`config.mk`:
```
export PLATFORM = sky130hd
export DESIGN_NAME = dct_out_wr_ctrl
export DESIGN_NICKNAME = d
export VERILOG_FILES = /design/src/rtl/dct_out_wr_ctrl_pkg.sv /design/src/rtl/dct_out_wr_ctrl_addr_counter.sv /design/src/rtl/dct_out_wr_ctrl.sv
export SDC_FILE = /design/constraint.sdc
export NUM_CORES = 1
export LEC_CHECK = 0
export CORE_AREA = 4 4 163 165
export CTS_BUF_LIST = sky130_fd_sc_hd__clkbuf_8
export DETAILED_ROUTE_END_ITERATION = 8
export DIE_AREA = 0 0 167 169
export DONT_BUFFER_PORTS = 1
export PLACE_DENSITY = 0.48
export REMOVE_ABC_BUFFERS = 1
export SETUP_SLACK_MARGIN = 0.5
export SYNTH_ARGS = -nofsm -noshare
export SYNTH_HDL_FRONTEND = slang
export SYNTH_SLANG_ARGS = --single-unit
```
`constraint.sdc`:
```
create_clock -name clk -period 3.75 [get_ports clk]
set_clock_uncertainty 0.2 [all_clocks]
set_input_delay 0.5625 -clock clk [delete_from_list [all_inputs] [get_ports clk]]
set_output_delay 0.5625 -clock clk [all_outputs]
set_load 0.05 [all_outputs]
```
`src/rtl/dct_out_wr_ctrl_pkg.sv`:
```
// Shared definitions for the DCT output write controller: state encoding,
// default widths and the row/column split of the output-memory address.
package dct_out_wr_ctrl_pkg;

    localparam int DW_DEF = 192;
    localparam int AW_DEF = 14;
    localparam int RA_W   = 10;
    localparam int CA_W   = 4;
    localparam int SKIP_W = 8;

    typedef enum logic [1:0] {
        ST_IDLE  = 2'd0,
        ST_SKIP  = 2'd1,
        ST_WRITE = 2'd2,
        ST_DONE  = 2'd3
    } state_e;

endpackage

```
`src/rtl/dct_out_wr_ctrl_addr_counter.sv`:
```
// Write-address generator: clears on frame start, advances per accepted word,
// flags the last address of the frame and wraps back to zero after it.
module wr_addr_counter
    import dct_out_wr_ctrl_pkg::*;
#(
    parameter int AW     = AW_DEF,
    parameter int NWORDS = 16384
) (
    input  logic          clk,
    input  logic          reset,
    input  logic          clr_i,
    input  logic          inc_i,
    output logic [AW-1:0] addr_o,
    output logic          tc_o
);

    localparam logic [AW-1:0] LAST_ADDR = AW'(NWORDS - 1);

    logic [AW-1:0] addr_q;
    logic [AW-1:0] addr_d;

    // Next address: clear wins over increment; increment wraps at the last address
    always_comb begin
        addr_d = addr_q;
        if (clr_i) begin
            addr_d = {AW{1'b0}};
        end else if (inc_i) begin
            if (addr_q == LAST_ADDR) begin
                addr_d = {AW{1'b0}};
            end else begin
                addr_d = addr_q + AW'(1);
            end
        end else begin
            addr_d = addr_q;
        end
    end

    // Address register
    always_ff @(posedge clk) begin
        if (reset) begin
            addr_q <= {AW{1'b0}};
        end else begin
            addr_q <= addr_d;
        end
    end

    assign addr_o = addr_q;
    assign tc_o   = (addr_q == LAST_ADDR);

endmodule

```
`src/rtl/dct_out_wr_ctrl.sv`:
```
// Writes one frame of DCT output words into the output memory: waits out the
// transform latency, then stores each valid word with registered strobes.
module dct_out_wr_ctrl
    import dct_out_wr_ctrl_pkg::*;
#(
    parameter int DW      = DW_DEF,
    parameter int AW      = AW_DEF,
    parameter int LATENCY = 17,
    parameter int NWORDS  = 16384
) (
    input  logic            clk,
    input  logic            reset,
    input  logic            start,
    input  logic            en,
    input  logic [DW-1:0]   x_k_in,
    output logic [DW-1:0]   d_out,
    output logic [RA_W-1:0] ra_out,
    output logic [CA_W-1:0] ca_out,
    output logic            nwrt_out,
    output logic            nce_out,
    output logic            busy,
    output logic            done,
    output logic [AW-1:0]   wr_count
);

    localparam int MA_W = RA_W + CA_W;

    state_e              state_q, state_d;
    logic [SKIP_W-1:0]   skip_q, skip_d;
    logic [DW-1:0]       data_q, data_d;
    logic [MA_W-1:0]     maddr_q, maddr_d;
    logic                nwrt_q, nwrt_d;
    logic                nce_q, nce_d;
    logic                busy_q, busy_d;
    logic                done_q, done_d;
    logic [AW-1:0]       cnt_q, cnt_d;

    logic                ctr_clr_s;
    logic                ctr_inc_s;
    logic [AW-1:0]       wr_addr_s;
    logic                ctr_tc_s;

    wr_addr_counter #(
        .AW     (AW),
        .NWORDS (NWORDS)
    ) u_wr_addr_counter (
        .clk    (clk),
        .reset  (reset),
        .clr_i  (ctr_clr_s),
        .inc_i  (ctr_inc_s),
        .addr_o (wr_addr_s),
        .tc_o   (ctr_tc_s)
    );

    // Next-state and output-register logic; strobes default to inactive
    always_comb begin
        state_d   = state_q;
        skip_d    = skip_q;
        data_d    = data_q;
        maddr_d   = maddr_q;
        nwrt_d    = 1'b1;
        nce_d     = 1'b1;
        done_d    = 1'b0;
        cnt_d     = cnt_q;
        ctr_clr_s = 1'b0;
        ctr_inc_s = 1'b0;

        case (state_q)
            ST_IDLE: begin
                if (start) begin
                    ctr_clr_s = 1'b1;
                    cnt_d     = {AW{1'b0}};
                    if (LATENCY == 0) begin
                        skip_d  = {SKIP_W{1'b0}};
                        state_d = ST_WRITE;
                    end else begin
                        skip_d  = SKIP_W'(LATENCY);
                        state_d = ST_SKIP;
                    end
                end else begin
                    state_d = ST_IDLE;
                end
            end
            ST_SKIP: begin
                skip_d = skip_q - 8'd1;
                if (skip_q <= 8'd1) begin
                    state_d = ST_WRITE;
                end else begin
                    state_d = ST_SKIP;
                end
            end
            ST_WRITE: begin
                if (en) begin
                    data_d    = x_k_in;
                    maddr_d   = MA_W'(wr_addr_s);
                    nwrt_d    = 1'b0;
                    nce_d     = 1'b0;
                    ctr_inc_s = 1'b1;
                    cnt_d     = cnt_q + AW'(1);
                    if (ctr_tc_s) begin
                        state_d = ST_DONE;
                    end else begin
                        state_d = ST_WRITE;
                    end
                end else begin
                    state_d = ST_WRITE;
                end
            end
            ST_DONE: begin
                done_d  = 1'b1;
                state_d = ST_IDLE;
            end
            default: begin
                state_d = ST_IDLE;
            end
        endcase

        busy_d = (state_d == ST_SKIP) || (state_d == ST_WRITE);
    end

    // State and output registers
    always_ff @(posedge clk) begin
        if (reset) begin
            state_q <= ST_IDLE;
            skip_q  <= {SKIP_W{1'b0}};
            data_q  <= {DW{1'b0}};
            maddr_q <= {MA_W{1'b0}};
            nwrt_q  <= 1'b1;
            nce_q   <= 1'b1;
            busy_q  <= 1'b0;
            done_q  <= 1'b0;
            cnt_q   <= {AW{1'b0}};
        end else begin
            state_q <= state_d;
            skip_q  <= skip_d;
            data_q  <= data_d;
            maddr_q <= maddr_d;
            nwrt_q  <= nwrt_d;
            nce_q   <= nce_d;
            busy_q  <= busy_d;
            done_q  <= done_d;
            cnt_q   <= cnt_d;
        end
    end

    assign d_out    = data_q;
    assign ra_out   = maddr_q[MA_W-1:CA_W];
    assign ca_out   = maddr_q[CA_W-1:0];
    assign nwrt_out = nwrt_q;
    assign nce_out  = nce_q;
    assign busy     = busy_q;
    assign done     = done_q;
    assign wr_count = cnt_q;

endmodule
```
==> flow_metrics.env <==
export IMPL_status="finished, final reports clean"
export IMPL_ys_warn_count=0
export IMPL_grt_pass1_vias=8187
export IMPL_leakage_nw=4.25
export IMPL_path_class="register to register"
export IMPL_first_pass_iters=5
export IMPL_overflow=0
export IMPL_worstSetupStartpointType="register"
export IMPL_io_buffer_count=0
export IMPL_arrival_ns=3.05
export IMPL_min_from="reset"
export IMPL_pwr_share_seq=0.519
export IMPL_die_w_um=167
export IMPL_fill_cells=2464
export IMPL_via_per_inst=4.99
export IMPL_min_period_ns=2.78
export IMPL_drt_iter0_markers=599
export IMPL_synthArstFlopShare=0
export IMPL_worst_pin_slew_ns=0.941
export IMPL_maxClockFrequency_mhz=359
export IMPL_power_density_nw_per_um2=512
export IMPL_drc_errors=0
export IMPL_critPathMaxFanout=78
export IMPL_cts_buffers=44
export IMPL_layout_common_cells="nand2_1, dfxtp_1, a21oi_1"
export IMPL_post_route_util=0.478
export IMPL_r2r_start="state_q[1]$_SDFF_PP0_"
export IMPL_p_int_mw=4.34
export IMPL_vias=8184
export IMPL_syn_inst=1117
export IMPL_setup_tns_ns=0
export IMPL_slew_headroom=0.372
export IMPL_antenna_found_initial=2
export IMPL_area_growth_synth_to_final_pct=33.8
export IMPL_p_switching_mw=1.78
export IMPL_core_area_um2=25000
export IMPL_synth_ff_type="dfxtp_1"
export IMPL_crit_required_ns=4.01
export IMPL_hold_depth=2
export IMPL_sw_frac_of_total=0.291
export IMPL_endpoint_kind="register"
export IMPL_grt_pass1_wl_mm=44.6
export IMPL_post_route_period_util=0.742
export IMPL_cap_violations=0
export IMPL_rrSetupSlack_ns=0.97
export IMPL_hpwl_mm=18.3
export IMPL_drv_slew=0
export IMPL_nNetsFinal=1490
export IMPL_ys_seq_elements=247
export IMPL_drive_gt1_frac=0.0573
export IMPL_htreeDepth=2
export IMPL_p_clk_frac=0.386
export IMPL_grt_max_degree=159
export IMPL_wire_per_inst_um=17.8
export IMPL_initial_core_util=0.357
export IMPL_holdCritPathClass="input port to register"
export IMPL_cts_tree="built"
export IMPL_root_buffer="clkbuf_8"
export IMPL_die_h_um=169
export IMPL_routabilityCongestion=0.759
export IMPL_ys_seq_area_frac=0.553
export IMPL_synth_edf_count=0
export IMPL_comb_power_share=0.095
export IMPL_whs_ns=0.0519
export IMPL_cts_clk_slew_worst_paths_ns=0.06
export IMPL_r2r_cells=5
export IMPL_setup_viol=0
export IMPL_insertion_delay_ns=0.52
export IMPL_io_pins=420
export IMPL_layout_commonest_cell="nand2_1"
export IMPL_ant_nets=0
export IMPL_cts_sinks=247
export IMPL_worstHoldEndpoint="wr_count[13]$_SDFFE_PP0P_"
export IMPL_peakVddDrop_mv=0.265
export IMPL_cts_path_max_buffers=3
export IMPL_grtUsageTotal=0.192
export IMPL_ys_types=48
export IMPL_rows=58
export IMPL_final_hold_violation_count=0
export IMPL_syn_mean_instance_area_um2=8.00
export IMPL_ctsResizeCount=0
export IMPL_drt_total_wl_mm=29.2
export IMPL_rsz0062_at_grt="no"
export IMPL_syn_area_um2=8940
export IMPL_cts_setup_buffers=0
export IMPL_r2r_end="d_out[130]$_SDFFE_PP0P_"
export IMPL_die_area_um2=28200
## synthesized netlist by cell type, drive strengths merged, types with 2 or more instances
library cell / instances / share of area
and4: 3 / 0.0029
nand4: 7 / 0.0049
dfxtp: 247 / 0.55
buf: 25 / 0.014
a21oi: 217 / 0.12
nor4: 4 / 0.0028
xor2: 5 / 0.0049
ha: 4 / 0.0056
o31ai: 2 / 0.0017
mux2i: 3 / 0.0034
mux2: 4 / 0.0050
nor3b: 2 / 0.0017
nand2b: 3 / 0.0021
nand2: 428 / 0.18
or3: 5 / 0.0035
a211oi: 2 / 0.0022
nor2: 41 / 0.017
nor2b: 2 / 0.0014
nor4b: 3 / 0.0029
nor3: 6 / 0.0034
nand3b: 4 / 0.0038
nand3: 7 / 0.0045
or4: 2 / 0.0017
clkbuf: 55 / 0.023
xnor2: 14 / 0.014
o21ai: 3 / 0.0021
inv: 4 / 0.0017
a22oi: 2 / 0.0017
## state kept, by name (all words and copies together), names as in the netlist
signal	flops
busy	1
d_out	192
done	1
maddr_q	14
nce_out	1
skip_q	8
state_q	2
u_wr_addr_counter.addr_o	14
wr_count	14
## critical path, stage by stage, from the launching register on
cell	delay (ns)
dfxtp_1	0.62
and3b_4	0.60
buf_12	0.38
nand2_1	0.18
a21oi_1	0.14
dlygate4sd3_1	0.55
## per-layer routing
metal	vias to the layer above	wire length, um	track usage
met4	0	789	0.0729
li1	3989	-	-
met2	315	14200	0.315
met5	-	0	0
met3	62	2550	0.0684
met1	3818	11700	0.230
## metrics by stage
| stage | power [mW] | instances | cell area, um^2 | setup WS (ns) |
|---|---|---|---|---|
| final | 6.12 | 1641 | 12000 | 0.968 |
| after global placement | 3.63 | 1372 | 9100 | 1.44 |
| after detailed placement | 3.63 | 1372 | 9100 | 1.42 |
| after global routing | 6.43 | 1641 | 12000 | 0.845 |
| after floorplan | 3.51 | 1037 | 8600 | -1.55 |
| after CTS | 6.23 | 1639 | 12000 | 1.02 |
## layout make-up
type / count / area (um^2) / share of cell area
timing repair buffer: 207 / 2110 / 0.177
sequential: 247 / 4940 / 0.413
tap: 330 / 413 / 0.0345
antenna: 2 / 5.00 / 0.000418
clock inverter: 12 / 81.3 / 0.00680
inverter: 4 / 15.0 / 0.00126
multi-input combinational: 786 / 3660 / 0.306
clock buffer: 53 / 729 / 0.0610
## power by group through the flow
| stage | Sequential, mW | Combinational [mW] | Clock [mW] |
|---|---|---|---|
| floorplan | 3.19 | 0.321 | 0 |
| global placement | 3.23 | 0.395 | 0 |
| detailed placement | 3.23 | 0.400 | 0 |
| CTS | 3.18 | 0.585 | 2.47 |
| global route | 3.19 | 0.654 | 2.58 |
| finish | 3.18 | 0.582 | 2.36 |
## logic make-up (layout without fill, tap and decap cells)
kind of cell | count (synthesis) | after routing | synth area share
compound gates | 235 | 235 | 0.139
simple gates | 521 | 521 | 0.236
flops | 247 | 247 | 0.553
mux | 7 | 7 | 0.00840
buf+inv | 84 | 276 | 0.0389
xor+xnor | 19 | 19 | 0.0186
fa+ha+maj | 4 | 4 | 0.00560
other cells | 0 | 2 | 0
## how the worst max path moves through the flow
stage	from	endpoint	slack, ns
after floorplan	state_q[1]$_SDFF_PP0_	u_wr_addr_counter.addr_o[1]$_SDFFE_PP0P_	-1.55
after global placement	wr_count[0]$_SDFFE_PP0P_	wr_count[12]$_SDFFE_PP0P_	1.44
after detailed placement	state_q[1]$_SDFF_PP0_	d_out[155]$_SDFFE_PP0P_	1.42
after CTS	state_q[1]$_SDFF_PP0_	d_out[130]$_SDFFE_PP0P_	1.02
after global routing	state_q[1]$_SDFF_PP0_	d_out[144]$_SDFFE_PP0P_	0.84
final	state_q[1]$_SDFF_PP0_	d_out[130]$_SDFFE_PP0P_	0.97
## timing repair
item	in CTS	in global routing
hold endpoints to repair	221	0
endpoints found under the setup margin	0	0
hold buffers	202	0
Note: power is estimated with default switching activity, not from simulation.
